### src/rtl/relu_maxpool_2x2.sv
// ReLU, 2x2 stride-2 max pooling and requantization to signed 16-bit for a raster-order
// conv result stream. Gaps in in_valid are allowed and there is no backpressure.
module relu_maxpool_2x2 #(
   parameter int unsigned IMG_W = 24,
   parameter int unsigned IMG_H = 24,
   parameter int unsigned SHIFT = 0
) (
   input  logic               clk,
   input  logic               rst_n,
   input  logic signed [32:0] data_in,
   input  logic               in_valid,
   output logic               out_valid,
   output logic signed [15:0] data_out,
   output logic               frame_done
);

   localparam int unsigned DATA_W = 32;
   localparam int unsigned COL_W  = (IMG_W > 2) ? $clog2(IMG_W) : 1;
   localparam int unsigned ROW_W  = (IMG_H > 2) ? $clog2(IMG_H) : 1;
   localparam int unsigned LB_N   = IMG_W / 2;
   localparam int unsigned LB_W   = (LB_N > 1) ? $clog2(LB_N) : 1;

   logic [COL_W-1:0]  col_q, col_d;
   logic [ROW_W-1:0]  row_q, row_d;
   logic [DATA_W-1:0] h_q, h_d;
   logic [DATA_W-1:0] lb_q [LB_N];
   logic [DATA_W-1:0] lb_d [LB_N];
   logic              out_valid_q, out_valid_d;
   logic signed [15:0] data_out_q, data_out_d;
   logic              frame_done_q, frame_done_d;

   logic [DATA_W-1:0] relu_c;
   logic [DATA_W-1:0] hm_c;
   logic [DATA_W-1:0] lb_rd_c;
   logic [DATA_W-1:0] pool_c;
   logic [DATA_W-1:0] shifted_c;
   logic [LB_W-1:0]   lb_idx_c;
   logic              last_col_c;
   logic              last_row_c;

   // Datapath: ReLU, horizontal max, vertical max and saturating requantize.
   always_comb begin
      relu_c     = data_in[32] ? '0 : data_in[DATA_W-1:0];
      hm_c       = (h_q > relu_c) ? h_q : relu_c;
      lb_idx_c   = LB_W'(col_q >> 1);
      lb_rd_c    = lb_q[lb_idx_c];
      pool_c     = (lb_rd_c > hm_c) ? lb_rd_c : hm_c;
      shifted_c  = pool_c >> SHIFT;
      last_col_c = (col_q == COL_W'(IMG_W - 1));
      last_row_c = (row_q == ROW_W'(IMG_H - 1));
   end

   // Next-state: counters, horizontal register, line buffer and output register.
   always_comb begin
      col_d        = col_q;
      row_d        = row_q;
      h_d          = h_q;
      lb_d         = lb_q;
      out_valid_d  = 1'b0;
      data_out_d   = '0;
      frame_done_d = 1'b0;

      if (in_valid) begin
         if (!col_q[0]) begin
            h_d = relu_c;
         end else if (!row_q[0]) begin
            lb_d[lb_idx_c] = hm_c;
         end else begin
            out_valid_d  = 1'b1;
            data_out_d   = (shifted_c > DATA_W'(32767)) ? 16'sd32767 : $signed(shifted_c[15:0]);
            frame_done_d = last_col_c && last_row_c;
         end

         if (last_col_c) begin
            col_d = '0;
            row_d = last_row_c ? '0 : row_q + ROW_W'(1);
         end else begin
            col_d = col_q + COL_W'(1);
         end
      end
   end

   always_ff @(posedge clk or negedge rst_n) begin
      if (!rst_n) begin
         col_q        <= '0;
         row_q        <= '0;
         h_q          <= '0;
         out_valid_q  <= 1'b0;
         data_out_q   <= '0;
         frame_done_q <= 1'b0;
         for (int i = 0; i < int'(LB_N); i++) begin
            lb_q[i] <= '0;
         end
      end else begin
         col_q        <= col_d;
         row_q        <= row_d;
         h_q          <= h_d;
         out_valid_q  <= out_valid_d;
         data_out_q   <= data_out_d;
         frame_done_q <= frame_done_d;
         for (int i = 0; i < int'(LB_N); i++) begin
            lb_q[i] <= lb_d[i];
         end
      end
   end

   assign out_valid  = out_valid_q;
   assign data_out   = data_out_q;
   assign frame_done = frame_done_q;

endmodule

### config.mk
export PLATFORM = sky130hd
export DESIGN_NAME = relu_maxpool_2x2
export DESIGN_NICKNAME = d
export VERILOG_FILES = /design/src/rtl/relu_maxpool_2x2.sv
export SDC_FILE = /design/constraint.sdc
export NUM_CORES = 1
export LEC_CHECK = 0
export CORE_MARGIN = 4
export CORE_UTILIZATION = 50
export DETAILED_ROUTE_END_ITERATION = 8
export PLACE_DENSITY = 0.7
export RECOVER_POWER = 25
export SYNTH_ARGS = -nofsm -noshare
export SYNTH_HDL_FRONTEND = slang
export SYNTH_SLANG_ARGS = --single-unit
### constraint.sdc
create_clock -name clk -period 6.8 [get_ports clk]
set_clock_uncertainty 0.2 [all_clocks]
set_input_delay 1.02 -clock clk [delete_from_list [all_inputs] [get_ports clk]]
set_output_delay 1.02 -clock clk [all_outputs]
set_load 0.01 [all_outputs]
# After elaboration in Yosys (flattened, before gate mapping)
# Index checks and enable logic that the tools add are counted.
[totals] out_inout_bits=18 word_cells=56 ff_bits=444
[classes] addsub=2 n_reduce_logical=5 bitwise_logic=3 muxes=21 order_cmp=5 n_eq_ne=2
[ops] cell="384-bit bitwise mux" count=1
[ops] cell="32-bit two-way mux" count=6
[ops] cell="32-bit binary-select mux with 4-bit select" count=1
[ops] cell="32-bit demux with 4-bit select" count=1
[ops] cell="32-bit greater-than comparator" count=2
[ops] cell="16-bit two-way mux" count=4
[ops] cell="32-bit by 15-bit greater-than comparator with 1-bit output, second input constant" count=1
[ops] cell="5-bit by 1-bit adder with 5-bit output, second input constant" count=2
[ops] cell="5-bit == test, second input constant" count=2
[ops] cell="5-bit two-way mux" count=2
[ops] cell="1-bit two-way mux" count=6
[ops] cell="5-bit >= comparator, second input constant" count=1
[ops] cell="5-bit by 1-bit < comparator with 1-bit output, second input constant" count=1
[ops] cell="4-bit inverter with 5-bit output" count=1
[ops] cell="2-bit AND reduction" count=2
[ops] cell="3-bit AND reduction" count=1
[ops] cell="1-bit logical AND" count=2
[ops] cell="1-bit inverter" count=2

# Depth between registers and ports, before layout
[logic_depth] ltp_word=11 ltp_mapped=25 depth_no_buf=19

# Worst setup path after synthesis
# No wires, ideal clock.
[synth_path] kind="input to register" startpoint="input port data_in[32]" endpoint="register data_out_q[10], in the netlist data_out[10]" t_arrival_ns=5.936 slack_ns=0.510 t_required_ns=6.446 stages=24 path_cell_list="clkbuf_1 clkbuf_1 nand2b_1 ha_1 nand4_1 nor4_1 nand2b_1 a31oi_1 nor2_1 buf_2 buf_2 mux2i_1 clkbuf_1 ha_1 nand4_1 nor4_1 nand2_1 or3_1 nor2_1 mux4_2 inv_1 a31oi_2 buf_4 a221oi_2"
[synth_between] elab_chain_cells=10
[synth_lines] item="from (decl)" line_no="10" text="input logic signed [32:0] data_in,"
[synth_lines] item="32-bit two-way mux (*)" line_no="43" text="relu_c = data_in[32] ? '0 : data_in[DATA_W-1:0];"
[synth_lines] item="32-bit greater-than comparator" line_no="44" text="hm_c = (h_q > relu_c) ? h_q : relu_c;"
[synth_lines] item="32-bit two-way mux (*)" line_no="44"
[synth_lines] item="32-bit greater-than comparator" line_no="47" text="pool_c = (lb_rd_c > hm_c) ? lb_rd_c : hm_c;"
[synth_lines] item="32-bit two-way mux (*)" line_no="47"
[synth_lines] item="32-bit by 15-bit greater-than comparator with 1-bit output" line_no="70" text="data_out_d = (shifted_c > DATA_W'(32767)) ? 16'sd32767 : $signed(shifted_c[15:0]);"
[synth_lines] item="16-bit two-way mux (*)" line_no="70"
[synth_lines] item="16-bit two-way mux (*)" line_no="66" text="end else if (!row_q[0]) begin"
[synth_lines] item="16-bit two-way mux (*)" line_no="64" text="if (!col_q[0]) begin"
[synth_lines] item="16-bit two-way mux (*)" line_no="63" text="if (in_valid) begin"
[synth_lines] item="via data_out_d[10]" line_no="29" text="logic signed [15:0] data_out_q, data_out_d;"
[synth_lines] item="to (signal assigned)" line_no="99" text="data_out_q <= data_out_d;"
[synth_lines] item="to (decl)" line_no="29"
# Mark *: on every way through the listed nets, which the timed path passes. The rest lies on a longest branch.
# A chain may end at the register's enable or synchronous reset.

# Final worst setup path
[layout_path] startpoint="input port data_in[32]" endpoint="register data_out_q[0], in the netlist data_out[0]"
# The elaborated chain is that of the path after synthesis.

==> flow_summary.json <==
{
  "cts-root-buf": "clkbuf_16",
  "synth_edf_count": 0,
  "synth_area_leader_cell": "dfrtp_1",
  "synth_nets": 2146,
  "max-vdd-ir-drop_v": 0.0002507,
  "tns_ns": 0,
  "slew_violations": 75,
  "syn_area_mm2": 0.02120,
  "clock_latency_ns": 0.57,
  "cts.sinks": 444,
  "dieHeight_um": 213.9,
  "reg2reg_to": "data_out[0]$_DFF_PN0_",
  "power.leakage_nw": 10.63,
  "holdBufCountCts": 0,
  "whs_path_depth": 2,
  "syn_to_final_growth_pct": 13.00,
  "synthCells": 2045,
  "row_count": 75,
  "start_util": 0.5055,
  "p_int_mw": 7.381,
  "n_antenna_cell": 0,
  "gr-total-overflow": 0,
  "yosysSeqAreaShare": 0.5240,
  "crit_required_ns": 7.02,
  "end_kind": "flip-flop",
  "postCtsSetupBuffers": 0,
  "drc": 0,
  "coreArea_mm2": 0.04195,
  "ys_ff_latch": 444,
  "startpoint_type": "primary input",
  "slew_headroom": -1.829,
  "pwr-share-comb": 0.392,
  "p_per_area_mw_per_mm2": 484.2,
  "max_slew.worst_pin.slew_ns": 4.244,
  "drtIter0Drc": 1319,
  "vias_per_cell": 5.917,
  "cp_data_arrival_time_ns": 6.60,
  "finalCritPeriodShare": 0.9384,
  "period_needed_ns": 6.381,
  "r2r-start": "col_q[1]$_DFFE_PN0P_",
  "grt_pass1_vias": 15851,
  "finalSetupViolations": 0,
  "cts_max_level": 2,
  "pin_count": 54,
  "maxCapViolCount": 1,
  "crit_end": "data_out[0]$_DFF_PN0_",
  "ys.flop_type": "dfrtp_1",
  "die-area_mm2": 0.04576,
  "cp_max_fo": 32,
  "gp_congestion": 0.9281,
  "clockPowerShare": 0.229,
  "swShare": 0.3638,
  "port_buffers": 53,
  "switchingPower_mw": 4.221,
  "status": "complete, but fails checks",
  "ff_latch_area_mm2": 0.01112,
  "clock_tree.buffer_depth": 3,
  "numCtsBuffers": 45,
  "multi_input_area_mm2": 0.009308,
  "yosysMostFrequentCell": "dfrtp_1",
  "grt_pass1_wl_um": 88000,
  "cts_resized": 0,
  "wirelength_um": 54200,
  "cts_tree": "built",
  "synth_top_cells_by_count": "dfrtp_1, nor2_1, a21oi_1",
  "grt_setup_unrepaired": "false",
  "fin_nets": 2145,
  "drtPass1Iterations": 6,
  "holdCritPathClass": "flip-flop to flip-flop",
  "drive_gt1_frac": 0.1327,
  "hold_viol_final": 0,
  "syn_area_per_cell_um2": 10.37,
  "max_freq_ghz": 0.1567,
  "synthArstFlopShare": 1.000,
  "synth_top_area_frac": 0.5240,
  "fin_ws_ns": 0.4187,
  "antenna_found_initial": 0,
  "grt_usage": 0.2382,
  "r2r_slack_ns": 1.33,
  "dp_hpwl_um": 34150,
  "die-width_um": 213.9,
  "failed_checks": "max-capacitance violations, max-slew violations",
  "cts.clk_slew.worst_paths_ns": 0.06,
  "yosysWarnings": 0,
  "pwr-share-seq": 0.379,
  "dr_total_vias": 15497,
  "startpoint": "data_in[32]",
  "ys_top_cells_by_area": "dfrtp_1, mux4_2, a21oi_1",
  "path_class": "primary input to flip-flop",
  "r2r_cells": 16,
  "ys_types": 54,
  "grt_max_degree": 159,
  "wl_per_cell_um": 20.69,
  "fillers": 3505,
  "dp_slack_ns": 0.02193,
  "antenna_left": 0
}
## cell families (layout without fill, tap and decap cells)
family          after synthesis  count (layout)  synth area share
mux                         165             165            0.1284
buf+inv                     206             241           0.04078
simple gates                600             600            0.1206
fa+ha+maj                    65              65           0.03836
other cells                   1               1         0.0001769
xor+xnor                      2               2         0.0008263
compound gates              562             562            0.1468
flops                       444             444            0.5240
## critical path, stage by stage
cell	delay (ns)
clkdlybuf4s50_1	0.45
buf_12	0.18
nor2b_1	0.24
inv_1	0.10
ha_1	0.33
nand4_1	0.17
nor4_1	0.54
nand2b_1	0.13
a31oi_2	0.20
buf_4	0.30
o21ai_0	0.13
o31a_1	0.14
ha_1	0.23
or4_1	0.52
a211o_1	0.28
o211ai_1	0.08
nor4bb_1	0.44
nand2_1	0.09
a211o_1	0.31
and4b_1	0.19
buf_4	0.20
a221oi_1	0.29
## placed cells by master, fill, tap and decap left out, types with 5 or more instances in the layout
cell type,netlist,final
mux2_2,16,16
mux2i_1,65,65
clkdlybuf4s50_1,0,52
clkbuf_16,0,47
nor4_1,15,15
nand3_1,7,7
clkinv_2,0,10
a221oi_1,5,5
o21ai_0,205,205
ha_1,65,65
a221oi_2,10,10
o21a_1,6,6
a21oi_1,289,289
nor2b_1,26,25
bufinv_16,0,7
clkbuf_8,0,7
nor2_1,294,287
o31a_1,13,13
dfrtp_1,444,440
o22a_1,13,13
clkbuf_1,136,9
mux4_2,84,84
buf_12,2,7
buf_4,2,61
nor2_4,0,6
inv_1,37,37
nand2_1,195,192
nand2b_1,22,21
nand4_1,19,19
## power by group through the flow
stage | clock network [mW] | registers (mW) | logic (mW)
2_1_floorplan | 0 | 4.05 | 3.51
3_3_place_gp | 0 | 4.37 | 4.36
3_5_place_dp | 0 | 4.43 | 4.50
4_1_cts | 2.70 | 4.40 | 4.53
5_1_grt | 2.81 | 4.53 | 5.05
6_report | 2.66 | 4.40 | 4.55
## final cells by class
type                       instances  area share
clock buffer                      62     0.05436
tap                              539     0.02815
clock inverter                    21     0.01222
inverter                          37    0.005797
timing repair buffer             121     0.04684
sequential                       444      0.4642
multi-input combinational       1395      0.3885
## layer usage
layer  global-route usage  wire length (µm)
met4              0.07305              1552
met3              0.03787              3242
met2               0.3971             26300
met5                    0                 0
met1               0.3261             23100
## through the flow
stage	cell area (µm²)	cells	power (mW)	util	hold slack, ns
3_5_place_dp	22380	2536	8.934	0.5334	0.2675
4_1_cts	23970	2619	11.63	0.5715	0.2512
6_report	23960	2619	11.60	0.5712	0.2772
3_3_place_gp	22380	2536	8.731	0.5334	0.2568
2_1_floorplan	21200	2045	7.566	-	0.2446
5_1_grt	23960	2619	12.39	0.5712	0.3015
## worst min path at each step
stage,startpoint,endpoint,slack (ns)
after detailed placement,lb_q[290]$_DFFE_PN0P_,lb_q[290]$_DFFE_PN0P_,0.27
after global placement,lb_q[341]$_DFFE_PN0P_,lb_q[341]$_DFFE_PN0P_,0.26
after global routing,lb_q[82]$_DFFE_PN0P_,lb_q[82]$_DFFE_PN0P_,0.30
final,lb_q[308]$_DFFE_PN0P_,lb_q[308]$_DFFE_PN0P_,0.28
after CTS,rst_n,row_q[1]$_DFFE_PN0P_,0.25
after floorplan,lb_q[288]$_DFFE_PN0P_,lb_q[288]$_DFFE_PN0P_,0.24
## state kept, by name, summed over array words and instances (netlist names)
name        cells
lb_q          384
h_q            32
data_out       16
col_q           5
row_q           5
frame_done      1
out_valid       1
(Power assumes the default switching activity.)
